[src/rtl/fwd_scoreboard_pkg.sv]
// Shared CPU types: scoreboard entry layout and default forwarding depth.
// Entry fields are sized for the widest supported configuration; narrower indices are zero-extended.
package cpu_types_pkg;

    localparam int FWD_DEPTH_DEFAULT = 2;
    localparam int FWD_DST_W         = 8;
    localparam int FWD_LAT_W         = 4;

    typedef struct packed {
        logic                 valid;
        logic                 wr;
        logic [FWD_DST_W-1:0] dst;
        logic [FWD_LAT_W-1:0] lat;
    } fwd_entry_t;

endpackage

[src/rtl/fwd_scoreboard_if.sv]
// EX-stage to forwarding-scoreboard bundle: decoded EX operands in, selects and stall out.
interface fwd_scoreboard_if
    import cpu_types_pkg::*;
#(
    parameter int DEPTH   = FWD_DEPTH_DEFAULT,
    parameter int NUM_SRC = 2,
    parameter int REG_W   = 5
);
    localparam int SEL_W = $clog2(DEPTH + 1);
    localparam int LAT_W = $clog2(DEPTH + 1);

    logic                              advance;
    logic                              ex_valid;
    logic [NUM_SRC-1:0][REG_W-1:0]     ex_src;
    logic [NUM_SRC-1:0]                ex_src_use;
    logic                              ex_wr;
    logic [REG_W-1:0]                  ex_dst;
    logic [LAT_W-1:0]                  ex_lat;
    logic                              ex_flush;
    logic [NUM_SRC-1:0][SEL_W-1:0]     fwd_sel;
    logic                              stall;

    modport master (
        output advance, ex_valid, ex_src, ex_src_use, ex_wr, ex_dst, ex_lat, ex_flush,
        input  fwd_sel, stall
    );

    modport slave (
        input  advance, ex_valid, ex_src, ex_src_use, ex_wr, ex_dst, ex_lat, ex_flush,
        output fwd_sel, stall
    );

endinterface

[src/rtl/fwd_scoreboard_match.sv]
// Youngest-first priority encoder over the scoreboard entries for a single EX source operand.
module fwd_match
    import cpu_types_pkg::*;
#(
    parameter int DEPTH = FWD_DEPTH_DEFAULT,
    parameter int REG_W = 5,
    parameter int SEL_W = 2
) (
    input  fwd_entry_t       entries [DEPTH],
    input  logic             ex_valid,
    input  logic [REG_W-1:0] src,
    input  logic             src_use,
    output logic [SEL_W-1:0] sel,
    output logic             not_ready
);

    logic found;

    // The first hit claims the operand even when its data is late, so an older ready copy never wins.
    always_comb begin
        found     = 1'b0;
        sel       = '0;
        not_ready = 1'b0;
        for (int i = 0; i < DEPTH; i++) begin
            if (!found && ex_valid && src_use && (src != '0) &&
                entries[i].valid && entries[i].wr &&
                (entries[i].dst == FWD_DST_W'(src))) begin
                found = 1'b1;
                if (entries[i].lat > FWD_LAT_W'(i)) begin
                    not_ready = 1'b1;
                end else begin
                    sel = SEL_W'(i + 1);
                end
            end
        end
    end

endmodule

[src/rtl/fwd_scoreboard.sv]
// Forwarding/hazard scoreboard beside EX: one entry per post-EX stage, shifted on advance.
// Optional FWD_STATS_EN adds saturating stall and forwarding event counters.
module fwd_scoreboard
    import cpu_types_pkg::*;
#(
    parameter int DEPTH   = FWD_DEPTH_DEFAULT,
    parameter int NUM_SRC = 2,
    parameter int REG_W   = 5
) (
    input  logic              CLK,
    input  logic              RST,
    fwd_scoreboard_if.slave   bus
`ifdef FWD_STATS_EN
    ,
    output logic [31:0]       stat_stall_cnt,
    output logic [31:0]       stat_fwd_cnt
`endif
);

    localparam int SEL_W = $clog2(DEPTH + 1);
    localparam int LAT_W = $clog2(DEPTH + 1);

    fwd_entry_t                    entries [DEPTH];
    fwd_entry_t                    incoming;
    logic [NUM_SRC-1:0]            not_ready;
    logic [NUM_SRC-1:0][SEL_W-1:0] sel_vec;
    logic                          stall;
    logic                          issue;

    for (genvar g = 0; g < NUM_SRC; g++) begin : g_match
        fwd_match #(
            .DEPTH (DEPTH),
            .REG_W (REG_W),
            .SEL_W (SEL_W)
        ) u_match (
            .entries   (entries),
            .ex_valid  (bus.ex_valid),
            .src       (bus.ex_src[g]),
            .src_use   (bus.ex_src_use[g]),
            .sel       (sel_vec[g]),
            .not_ready (not_ready[g])
        );
    end

    assign stall       = |not_ready;
    assign bus.stall   = stall;
    assign bus.fwd_sel = sel_vec;

    // A stalled or flushed EX instruction must not be recorded; a bubble takes its slot.
    assign issue = bus.ex_valid & ~stall & ~bus.ex_flush;

    always_comb begin
        incoming       = '0;
        incoming.valid = 1'b1;
        incoming.wr    = bus.ex_wr;
        incoming.dst   = FWD_DST_W'(bus.ex_dst);
        incoming.lat   = FWD_LAT_W'(bus.ex_lat);
    end

    always_ff @(posedge CLK) begin
        if (RST) begin
            for (int i = 0; i < DEPTH; i++) begin
                entries[i] <= '0;
            end
        end else if (bus.advance) begin
            for (int i = DEPTH - 1; i > 0; i--) begin
                entries[i] <= entries[i-1];
            end
            entries[0] <= issue ? incoming : '0;
        end
    end

`ifdef FWD_STATS_EN
    logic fwd_event;

    assign fwd_event = (|sel_vec) & bus.ex_valid & bus.advance;

    // Counters stick at all-ones rather than wrapping so long runs stay meaningful.
    always_ff @(posedge CLK) begin
        if (RST) begin
            stat_stall_cnt <= '0;
            stat_fwd_cnt   <= '0;
        end else begin
            if (stall && bus.advance && (stat_stall_cnt != '1)) begin
                stat_stall_cnt <= stat_stall_cnt + 32'd1;
            end
            if (fwd_event && (stat_fwd_cnt != '1)) begin
                stat_fwd_cnt <= stat_fwd_cnt + 32'd1;
            end
        end
    end
`endif

endmodule

[src/flat_wrapper.sv]
// flat-port wrapper written by rule: the top's interface ports become plain ports
module fwd_scoreboard_flat import cpu_types_pkg::*;
#(
    parameter int DEPTH   = FWD_DEPTH_DEFAULT,
    parameter int NUM_SRC = 2,
    parameter int REG_W   = 5
)
  (CLK, RST, bus_advance, bus_ex_valid, bus_ex_src, bus_ex_src_use, bus_ex_wr, bus_ex_dst, bus_ex_lat, bus_ex_flush, bus_fwd_sel, bus_stall);
  fwd_scoreboard_if #(.DEPTH(DEPTH), .NUM_SRC(NUM_SRC), .REG_W(REG_W)) bus_i ();
  input  logic CLK;
  input  logic RST;
  input wire logic [$bits(bus_i.advance)-1:0] bus_advance;
  input wire logic [$bits(bus_i.ex_valid)-1:0] bus_ex_valid;
  input wire logic [$bits(bus_i.ex_src)-1:0] bus_ex_src;
  input wire logic [$bits(bus_i.ex_src_use)-1:0] bus_ex_src_use;
  input wire logic [$bits(bus_i.ex_wr)-1:0] bus_ex_wr;
  input wire logic [$bits(bus_i.ex_dst)-1:0] bus_ex_dst;
  input wire logic [$bits(bus_i.ex_lat)-1:0] bus_ex_lat;
  input wire logic [$bits(bus_i.ex_flush)-1:0] bus_ex_flush;
  output wire logic [$bits(bus_i.fwd_sel)-1:0] bus_fwd_sel;
  output wire logic [$bits(bus_i.stall)-1:0] bus_stall;
  assign bus_i.advance = bus_advance;
  assign bus_i.ex_valid = bus_ex_valid;
  assign bus_i.ex_src = bus_ex_src;
  assign bus_i.ex_src_use = bus_ex_src_use;
  assign bus_i.ex_wr = bus_ex_wr;
  assign bus_i.ex_dst = bus_ex_dst;
  assign bus_i.ex_lat = bus_ex_lat;
  assign bus_i.ex_flush = bus_ex_flush;
  assign bus_fwd_sel = bus_i.fwd_sel;
  assign bus_stall = bus_i.stall;
  fwd_scoreboard #(.DEPTH(DEPTH), .NUM_SRC(NUM_SRC), .REG_W(REG_W)) u_core (.CLK(CLK), .RST(RST), .bus(bus_i));
endmodule
[config.mk]
export PLATFORM = sky130hd
export DESIGN_NAME = fwd_scoreboard_flat
export DESIGN_NICKNAME = d
export VERILOG_FILES = /design/src/rtl/fwd_scoreboard_pkg.sv /design/src/rtl/fwd_scoreboard_if.sv /design/src/rtl/fwd_scoreboard_match.sv /design/src/rtl/fwd_scoreboard.sv /design/src/flat_wrapper.sv
export SDC_FILE = /design/constraint.sdc
export NUM_CORES = 1
export LEC_CHECK = 0
export ABC_CLOCK_PERIOD_IN_PS = 3500
export CORE_MARGIN = 2
export CORE_UTILIZATION = 30
export CTS_CLUSTER_SIZE = 24
export DETAILED_ROUTE_END_ITERATION = 6
export MAX_ROUTING_LAYER = met4
export PLACE_DENSITY = 0.57
export SYNTH_ARGS = -nofsm -noshare
export SYNTH_HDL_FRONTEND = slang
export SYNTH_HIERARCHICAL = 1
export SYNTH_SLANG_ARGS = --single-unit
[constraint.sdc]
create_clock -name CLK -period 3.5 [get_ports CLK]
set_input_delay 0.35 -clock CLK [delete_from_list [all_inputs] [get_ports CLK]]
set_output_delay 0.35 -clock CLK [all_outputs]
set_load 0.05 [all_outputs]
Yosys cells after proc, flatten, opt, wreduce, memory -nomap -nowiden
Cells that the tools add are included.
{"block": "totals", "register_bits": 28, "latch_bits": 0, "ram_bits": 0, "romBits": 0, "input_bits": 25, "out_inout_bits": 5, "word_cells": 62, "memories": 0}
{"block": "op_classes", "add_sub_neg": 0, "n_mul": 0, "div": 0, "magnitude_cmp": 2, "n_eq_ne": 4, "shift": 0, "n_mux": 17, "bitwise_logic": 4, "reduce_logical": 27}
{"operator": "8-bit by 5-bit equality test with 1-bit output", "count": 4}
{"operator": "1-bit logical AND", "count": 22}
{"operator": "14-bit 2-to-1 mux", "count": 1}
{"operator": "1-bit 2-to-1 mux", "count": 12}
{"operator": "5-bit nonzero test", "count": 2}
{"operator": "4-bit by 1-bit greater-than comparator with 1-bit output, second input constant", "count": 2}
{"operator": "2-bit 2-to-1 mux", "count": 4}
{"operator": "1-bit bitwise AND", "count": 2}
{"operator": "1-bit logical NOT", "count": 2}
{"operator": "1-bit NOT", "count": 2}
{"operator": "2-bit OR reduction", "count": 1}

Depth between registers and ports, before layout
{"block": "depth", "depth_word": 19, "mapped_depth": 6}

Cells and area by module
Netlist, hierarchy kept.
{"mod": "fwd_scoreboard", "instances": 1, "cells_each": 53, "area_per_inst_um2": 634.4, "seq_area_each_um2": 360.3}
{"mod": "fwd_match", "instances": 2, "cells_each": 26, "area_per_inst_um2": 205.2, "seq_area_each_um2": 0.0}

Least setup slack after synthesis
No wires, ideal clock.
{"block": "synth_path", "kind": "input to output", "from": "input bus_ex_src[1]", "to": "output bus_fwd_sel[1]", "t_arrival_ps": 2075, "required_time_ps": 3150, "slack_ps": 1075, "cell_stages": 4, "path_buffers": 0, "cell_sequence": "xor2_1 -> nor4_1 -> nand4_1 -> nor3b_1"}
{"block": "synth_between", "elab_chain_len": 14, "elab_cells_between_ends": 16}
{"item": "start: declaration", "line_no": "flat_wrapper.sv:14", "source": "input wire logic [$bits(bus_i.ex_src)-1:0] bus_ex_src;"}
{"item": "5-bit nonzero test", "line_no": "fwd_scoreboard_match.sv:25", "source": "if (!found && ex_valid && src_use && (src != '0) &&"}
{"item": "1-bit logical AND (2 in series)", "line_no": "fwd_scoreboard_match.sv:25"}
{"item": "1-bit logical AND (2 in series)", "line_no": "fwd_scoreboard_match.sv:26", "source": "entries[i].valid && entries[i].wr &&"}
{"item": "1-bit 2-to-1 mux", "line_no": "fwd_scoreboard_match.sv:25"}
{"item": "1-bit logical NOT", "line_no": "fwd_scoreboard_match.sv:25"}
{"item": "1-bit logical AND (4 in series)", "line_no": "fwd_scoreboard_match.sv:25"}
{"item": "1-bit logical AND", "line_no": "fwd_scoreboard_match.sv:26"}
{"item": "1-bit logical AND (*)", "line_no": "fwd_scoreboard_match.sv:26"}
{"item": "2-bit 2-to-1 mux (*)", "line_no": "fwd_scoreboard_match.sv:25"}
{"item": "end: declaration", "line_no": "flat_wrapper.sv:20", "source": "output wire logic [$bits(bus_i.fwd_sel)-1:0] bus_fwd_sel;"}
Every way passes the cells marked *; elsewhere a longest branch is shown, timed or not.

Worst setup path after layout
{"block": "layout_path", "from": "input bus_ex_src[5]", "to": "output bus_fwd_sel[2]"}
{"block": "layout_between", "elab_chain_len": 14, "elab_cells_between_ends": 18}
{"item": "5-bit nonzero test", "line_no": "fwd_scoreboard_match.sv:25"}
{"item": "1-bit logical AND (2 in series)", "line_no": "fwd_scoreboard_match.sv:25"}
{"item": "1-bit logical AND (2 in series)", "line_no": "fwd_scoreboard_match.sv:26"}
{"item": "1-bit 2-to-1 mux", "line_no": "fwd_scoreboard_match.sv:25"}
{"item": "1-bit logical NOT", "line_no": "fwd_scoreboard_match.sv:25"}
{"item": "1-bit logical AND (4 in series)", "line_no": "fwd_scoreboard_match.sv:25"}
{"item": "1-bit logical AND (2 in series)", "line_no": "fwd_scoreboard_match.sv:26"}
{"item": "2-bit 2-to-1 mux (*)", "line_no": "fwd_scoreboard_match.sv:25"}
Marks and branches as above.

==> impl_metrics.tcl <==
set metrics [dict create \
    hp-class "reg -> reg" \
    critPathArrivalTime_ps 2670 \
    cts_tree "done" \
    grt_max_degree 11 \
    syn_area_sq_mm 0.001011 \
    power.leakage_nw 0.5721 \
    crit_required_ps 3150 \
    fmax_ghz 0.3315 \
    r2r-start "u_core/entries[18]$_SDFFE_PP0P_" \
    dr_total_vias 919 \
    reg_top3 "u_core/entries: 17 flops" \
    overflow 0 \
    layout_common_cells "28 x clkdlybuf4s50_1, 20 x conb_1, 17 x dfxtp_1" \
    fin_crit_sh_pct 86.18 \
    drcViolationCount 0 \
    hold_buffers 0 \
    rsz0062_at_grt "false" \
    tns_ps 0 \
    drive_gt1_share_pct 4.636 \
    ant_nets 0 \
    cts_sinks 17 \
    tightest_slew_ps 757.0 \
    grt_pass1_vias 930 \
    antenna_cells 0 \
    io_buffers 29 \
    worstHoldStart "u_core/entries[14]$_SDFFE_PP0P_" \
    outcome "completed" \
    drtIter0Drc 31 \
    antenna_found_initial 0 \
    h-tree-depth 1 \
    dp_hpwl_um 2138 \
    vias_per_cell 4.665 \
    core_area_sq_mm 0.003284 \
    power_density_mw_per_mm2 269.5 \
    cap_violations 0 \
    place_area_sq_mm 0.001413 \
    cts-root-buf "clkbuf_4" \
    yosysWarnings 6 \
    largest_reg_flops 17 \
    wire_per_inst_um 13.82 \
    die_x_um 62.05 \
    design_area_sq_mm 0.001440 \
    drt-total-wl_um 2723 \
    finalHoldViolations 0 \
    area_growth_pct 42.45 \
    crit_start "bus_ex_src[5]" \
    gp_congestion 0.9126 \
    cp-end-kind "output pin" \
    slowest_delay_ps 810 \
    relSlewSlack_pct 49.43 \
    cts-buffers-inserted 3 \
    period_needed_ps 3016 \
    timing.critical_path.mode_cell "clkdlybuf4s50_1" \
    post_cts_buffers 0 \
    crit_slowest_cell "clkdlybuf4s50_1" \
    die_h_um 62.05 \
    grt_pass1_wl_um 4340 \
    start_util_pct 30.78 \
    ir_drop_mv 0.1069 \
    path_cells "clkdlybuf4s50_1, xor2_1, nor4_1, and2b_1, and3_1, clkdlybuf4s50_1" \
    path_max_fanout 3 \
    finalSetupViolations 0 \
    postSynthAreaPerCell_sq_um 9.911 \
    slew_violations 0 \
    cts_resized 0 \
    clock_latency_ps 300 \
    die_area_sq_mm 0.003850 \
    grt_usage_pct 16.35 \
    skew_ps 9.149 \
    clockBufferDepth 2 \
    rows 21 \
    ios 30 \
    mostFrequentLayoutCell "clkdlybuf4s50_1" \
    path_class "in -> out" \
    fin_nets 177 \
    cts.clk_slew.worst_paths_ps 100 \
    synthCells 102 \
    drt-pass1-iter-count 4 \
    top_register "u_core/entries" \
    start_kind "input port" \
    nFillCells 337 \
]
## per-stage QoR
step / hold slack [ps] / power, mW / instances / worst slack [ps] / utilization (%)
6_report: 511.8 / 0.3881 / 197 / 483.7 / 43.85
5_1_grt: 547.8 / 0.4109 / 197 / 305.8 / 43.85
4_1_cts: 518.7 / 0.3912 / 197 / 481.9 / 43.85
3_5_place_dp: 494.5 / 0.2816 / 193 / 481.6 / 43.01
3_3_place_gp: 473.7 / 0.2805 / 193 / 534.8 / 43.01
2_1_floorplan: 464.4 / 0.2406 / 121 / 1075 / -
## power breakdown
part	internal, mW	switching [mW]	leakage, nW
registers	0.197	0.00445	0.138
clock network	0.0427	0.0678	0.0177
logic	0.0431	0.0328	0.417
## worst paths after layout
kind | slack, ps | endpoint | cells after the start
max | 480 | bus_fwd_sel[2] | 6
min | 510 | u_core/entries[14]$_SDFFE_PP0P_ | 1
max reg2reg | 1210 | u_core/entries[15]$_SDFFE_PP0P_ | 6
min reg2reg | 510 | u_core/entries[14]$_SDFFE_PP0P_ | 1
## layer usage
metal  wire length (um)  vias up  GRT usage, %
li1                   -      471             -
met1               1200      421         18.80
met2               1360       21         27.08
met3                 97        6         2.070
met4                 65        0         9.422
met5                  0        -             -
## cell type report
type                            instances  area [sq um]  share of cell area, %
Clock inverter                          1         5.005                 0.3475
Clock buffer                            3         22.52                  1.564
Sequential cell                        17         340.3                  23.63
Tap cell                               46         57.56                  3.997
Timing Repair Buffer                   29         287.8                  19.98
Multi-Input combinational cell        101         726.9                  50.48
## worst max-delay path, delay by kind of cell
family | cells | cell delay, ps
xor+xnor | 1 | 190
simple gates | 3 | 840
buf+inv | 2 | 1280
Note: power is estimated with default switching activity, not from simulation.
